## src/rtl/ahbl_to_apb.sv

```systemverilog
// ahbl_to_apb: AHB-Lite subordinate to APB3 requester bridge, one transfer in flight.
// Optional ACCESS-phase timeout enabled by defining APB_TIMEOUT_EN.
module ahbl_to_apb #(
    parameter int W_HADDR        = 32,
    parameter int W_PADDR        = 20,
    parameter int W_DATA         = 32,
    parameter int TIMEOUT_CYCLES = 255
) (
    input  logic               clk,
    input  logic               rst_n,
    input  logic               ahbls_hready,
    output logic               ahbls_hready_resp,
    output logic               ahbls_hresp,
    input  logic [W_HADDR-1:0] ahbls_haddr,
    input  logic               ahbls_hwrite,
    input  logic [1:0]         ahbls_htrans,
    input  logic [2:0]         ahbls_hsize,
    input  logic [W_DATA-1:0]  ahbls_hwdata,
    output logic [W_DATA-1:0]  ahbls_hrdata,
    output logic [W_PADDR-1:0] apbm_paddr,
    output logic               apbm_psel,
    output logic               apbm_penable,
    output logic               apbm_pwrite,
    output logic [W_DATA-1:0]  apbm_pwdata,
    input  logic [W_DATA-1:0]  apbm_prdata,
    input  logic               apbm_pready,
    input  logic               apbm_pslverr
);
    localparam logic [2:0] S_IDLE   = 3'd0;
    localparam logic [2:0] S_WCAP   = 3'd1;
    localparam logic [2:0] S_SETUP  = 3'd2;
    localparam logic [2:0] S_ACCESS = 3'd3;
    localparam logic [2:0] S_ERR1   = 3'd4;
    localparam logic [2:0] S_ERR2   = 3'd5;
    localparam logic [2:0] S_RESP   = 3'd6;

    logic [2:0] state, state_nxt;
    logic       accept, can_accept, tmo;
    logic       unused;

    assign unused     = ^{ahbls_hsize, ahbls_htrans[0], ahbls_haddr[W_HADDR-1:W_PADDR]};
    assign can_accept = state == S_IDLE || state == S_RESP;
    assign accept     = can_accept && ahbls_hready && ahbls_htrans[1];

    always_comb begin
        state_nxt = S_IDLE;
        case (state)
            S_IDLE, S_RESP: state_nxt = accept ? (ahbls_hwrite ? S_WCAP : S_SETUP) : S_IDLE;
            S_WCAP:         state_nxt = S_SETUP;
            S_SETUP:        state_nxt = S_ACCESS;
            S_ACCESS:       state_nxt = apbm_pready ? (apbm_pslverr ? S_ERR1 : S_RESP)
                                                    : (tmo ? S_ERR1 : S_ACCESS);
            S_ERR1:         state_nxt = S_ERR2;
            default:        state_nxt = S_IDLE;
        endcase
    end

`ifdef APB_TIMEOUT_EN
    logic [15:0] tcnt;
    assign tmo = !apbm_pready && tcnt == 16'(TIMEOUT_CYCLES - 1);
    always_ff @(posedge clk or negedge rst_n)
        if (!rst_n)
            tcnt <= '0;
        else if (state == S_SETUP)
            tcnt <= '0;
        else if (state == S_ACCESS && !apbm_pready)
            tcnt <= tcnt + 16'd1;
`else
    assign tmo = 1'b0;
`endif

    // Outputs are registered from the next state so nothing passes combinationally bus-to-bus.
    always_ff @(posedge clk or negedge rst_n) begin
        if (!rst_n) begin
            state             <= S_IDLE;
            apbm_psel         <= 1'b0;
            apbm_penable      <= 1'b0;
            apbm_pwrite       <= 1'b0;
            apbm_paddr        <= '0;
            apbm_pwdata       <= '0;
            ahbls_hrdata      <= '0;
            ahbls_hready_resp <= 1'b1;
            ahbls_hresp       <= 1'b0;
        end else begin
            state             <= state_nxt;
            apbm_psel         <= state_nxt == S_SETUP || state_nxt == S_ACCESS;
            apbm_penable      <= state_nxt == S_ACCESS;
            ahbls_hready_resp <= state_nxt == S_IDLE || state_nxt == S_RESP || state_nxt == S_ERR2;
            ahbls_hresp       <= state_nxt == S_ERR1 || state_nxt == S_ERR2;
            if (accept) begin
                apbm_paddr  <= ahbls_haddr[W_PADDR-1:0];
                apbm_pwrite <= ahbls_hwrite;
            end
            if (state == S_WCAP)
                apbm_pwdata <= ahbls_hwdata;
            if (state == S_ACCESS && apbm_pready && !apbm_pwrite)
                ahbls_hrdata <= apbm_prdata;
        end
    end
endmodule

```

## config.mk

```make
export PLATFORM = sky130hd
export DESIGN_NAME = ahbl_to_apb
export DESIGN_NICKNAME = d
export VERILOG_FILES = /design/src/rtl/ahbl_to_apb.sv
export SDC_FILE = /design/constraint.sdc
export NUM_CORES = 1
export LEC_CHECK = 0
export BUFFER_PORTS_ARGS = -buffer_cell sky130_fd_sc_hd__buf_2
export CAP_MARGIN = 20
export CORE_MARGIN = 2
export CORE_UTILIZATION = 48
export DETAILED_ROUTE_END_ITERATION = 16
export PLACE_DENSITY = 0.86
export RECOVER_POWER = 100
export REMOVE_ABC_BUFFERS = 1
export SLEW_MARGIN = 0
export SYNTH_ARGS = -nofsm -noshare
export SYNTH_HDL_FRONTEND = slang
export SYNTH_SLANG_ARGS = --single-unit
export TNS_END_PERCENT = 50
```

## constraint.sdc

```tcl
create_clock -name clk -period 3.6 [get_ports clk]
set_input_delay 0.72 -clock clk [delete_from_list [all_inputs] [get_ports clk]]
set_output_delay 0.72 -clock clk [all_outputs]
set_load 0.02 [all_outputs]
```

==> qor.csv <==
stage,metric,value,unit
worst_hold_path,worstHoldStart,apbm_pwdata[13],
setup_path,worst_ep_required_time,3830,ps
synth,synth-edff-count,0,
clock_network,numCtsBuffers,9,
timing,rsz0062_at_grt,false,
timing,maxSlewHeadroom,-0.5624,
place,placed_cell_area,0.004506,mm^2
synth,synthFlopType,dfrtp_1,
finish,utilization,0.6353,
routing,routedWlPerCell,15.00,um
routing,vias_per_cell,4.808,
finish,drive_above_1_share,0.4825,
finish,finalInstanceArea,0.004583,mm^2
routing,via_count,2399,
run_status,violations,"capacitance limit, slew limit",
routing,firstDrtPassIters,4,
global_routing,grt_max_degree,93,
timing,setup_viol,0,
floorplanning,start_util,0.4925,
clock_network,cts_tree,built,
place,gp_congestion,0.7462,
timing,fin_ws,1030,ps
run_status,status,"complete, but fails checks",
setup_path,endpoint_kind,register,
synth,synthArstFlopShare,1.000,
clock_network,h-tree-depth,3,
power_and_ir_drop,p_per_area,995.9,mW/mm^2
clock_network,ctsResizeCount,0,
clock_network,clkTransAtPathRegs,80,ps
clock_network,cts-hold-fix-buffers,0,
setup_path,path_max_fanout,32,
timing,fin_crit_sh,0.7138,
synth,yosys.area.top_type_share,0.6408,
finish,nets,502,
setup_path,crit_path_cell_trace,nor3b_1 -> clkbuf_1 -> mux2_2,
routing,route.antenna.remaining_nets,0,
global_routing,antenna_found_initial,0,
synth,yosys_warnings,0,
floorplanning,chipWidth,90.04,um
place,portBuffers,179,
floorplanning,boundaryPins,196,
timing,tightestPinTransition,2344,ps
timing,finalHoldViolations,0,
power_and_ir_drop,p_switching,1833,uW
global_routing,grt_pass1_vias,2544,
power_and_ir_drop,cellLeakagePower,0.002072,uW
clock_network,clock-sinks,92,
finish,antenna_cells,0,
finish,multi_input_area,0.001122,mm^2
clock_network,postCtsSetupRepairBufs,0,
routing,drc,0,
synth,yosysSeqAreaShare,0.6482,
setup_path,crit_type,reg -> reg,
worst_hold_path,hold_class,reg -> reg,
floorplanning,rows,31,
synth,syn_inst,213,
synth,yosys.area.top_type,dfrtp_1,
floorplanning,core_area,0.007214,mm^2
synth,syn_area,0.003553,mm^2
setup_path,setup.worst_path.start_class,register,
global_routing,grt_usage,0.1867,
synth,synth-seq-cells,92,
routing,drt_iter0_drc,82,
place,pre_cts_ws,1317,ps
timing,finalSetupTns,0,ps
setup_path,startpoint,state[0],
job,cap_violations,3,
routing,drt-total-wl,7.483,mm
timing,maxSlewViolCount,77,
place,place_hpwl,5.319,mm
setup_path,crit_path_top_delay_cell,clkbuf_1,
setup_path,r2r_start,state[0],
power_and_ir_drop,p_int,2731,uW
power_and_ir_drop,peakVddDrop,0.4863,mV
timing,period_minus_slack,2570,ps
power_and_ir_drop,power_frac_comb,0.436,
global_routing,overflow,0,
finish,area_growth,28.98,%
synth,syn_avg_cell_area,16.68,um^2
timing,timing.fmax,0.3891,GHz
setup_path,critPathMaxStageDelay,1220,ps
power_and_ir_drop,seq_power_share,0.408,
finish,seqCellArea,0.002303,mm^2
floorplanning,die_height,90.04,um
global_routing,grt_pass1_wl,12.25,mm
synth,synthTopCellsByArea,"dfrtp_1 (64%), mux2_2 (26%), buf_4 (1.5%)",
synth,ys_types,28,
clock_network,cts_root_buf,clkbuf_8,
clock_network,clk_latency,350,ps
clock_network,clock_path_buffers,2,
setup_path,cp.arrival,2800,ps
floorplanning,dieArea,0.008107,mm^2
power_and_ir_drop,p_sw_frac,0.4016,
timing,fin_skew,7.821,ps
finish,fill_cells,632,
power_and_ir_drop,clockPowerShare,0.156,
logic make-up (layout without fill, tap and decap cells):
family                 count (synthesis)  count (layout)  share of synthesized area
flip-flops                            92              92                     0.6482
multiplexers                          85              85                     0.2725
AND/OR/NAND/NOR                       14              14                    0.03591
buffers and inverters                 12             199                    0.02570
AO/OA/AOI/OAI                         10              10                    0.01761
worst max-delay path, delay by kind of cell (launching register included):
kind	cells	cell delay, ps
buffers and inverters	1	1220
flip-flops	1	530
AND/OR/NAND/NOR	1	230
multiplexers	1	450
routing by layer:
metal	part of all wire	track usage
met1	0.42	0.2430
met2	0.49	0.3014
met3	0.074	0.04443
met4	0.014	0.07949
met5	0	0
state kept, by name, indices dropped and copies added, names as in the netlist:
register           cells
ahbls_hrdata          32
apbm_pwdata           32
apbm_paddr            20
state                  3
ahbls_hready_resp      1
ahbls_hresp            1
apbm_penable           1
apbm_psel              1
apbm_pwrite            1
cells in the final DEF (no fill, tap or decap), types with 2 or more instances in the layout:
cell type,count
clkbuf_8,11
nand4b_1,2
o21ai_0,4
clkbuf_1,91
buf_2,89
nand2_1,2
inv_1,2
o22ai_1,2
mux2_2,81
clkinv_4,2
dfrtp_1,91
and3_1,2
mux2_1,3
worst paths after layout:
kind	endpoint	slack, ps	cells after the start
max in group asynchronous	ahbls_hrdata[9]	1190	1
min reg2reg	apbm_pwdata[13]	510	1
min in group asynchronous	apbm_pwdata[27]	1070	1
min	apbm_pwdata[13]	510	1
max	apbm_pwdata[22]	1030	3
max reg2reg	apbm_pwdata[22]	1030	3
Yosys cell counts (2+ instances only):
| master | count |
|---|---|
| inv_1 | 2 |
| o21ai_0 | 4 |
| o22ai_1 | 2 |
| buf_4 | 7 |
| mux2_2 | 81 |
| mux2_4 | 3 |
| and3_1 | 2 |
| dfrtp_1 | 91 |
| nand2_1 | 2 |
cell type report:
class	count	share of cell area
Multi-Input combinational cell	109	0.2449
Timing Repair Buffer	181	0.1777
Tap cell	99	0.02703
Sequential cell	92	0.5026
Inverter	2	0.001638
Clock inverter	5	0.01310
Clock buffer	11	0.03303
power groups by stage:
stage	Combinational [uW]	Clock, uW	Sequential, uW
2_1_floorplan	779	0	2490
3_3_place_gp	2130	0	1840
3_5_place_dp	2170	0	1880
4_1_cts	2170	730	1860
5_1_grt	2120	771	1940
6_report	1990	710	1860
through the flow:
| stage | hold WS [ps] | total power (uW) | instances |
|---|---|---|---|
| final | 510.7 | 4564 | 499 |
| after global routing | 529.9 | 4836 | 499 |
| after CTS | 509.9 | 4768 | 498 |
| after detailed placement | 489.4 | 4052 | 482 |
| after global placement | 473.8 | 3965 | 482 |
| after floorplan | 424.4 | 3272 | 203 |
No activity file was read; power rests on OpenSTA's default activity.
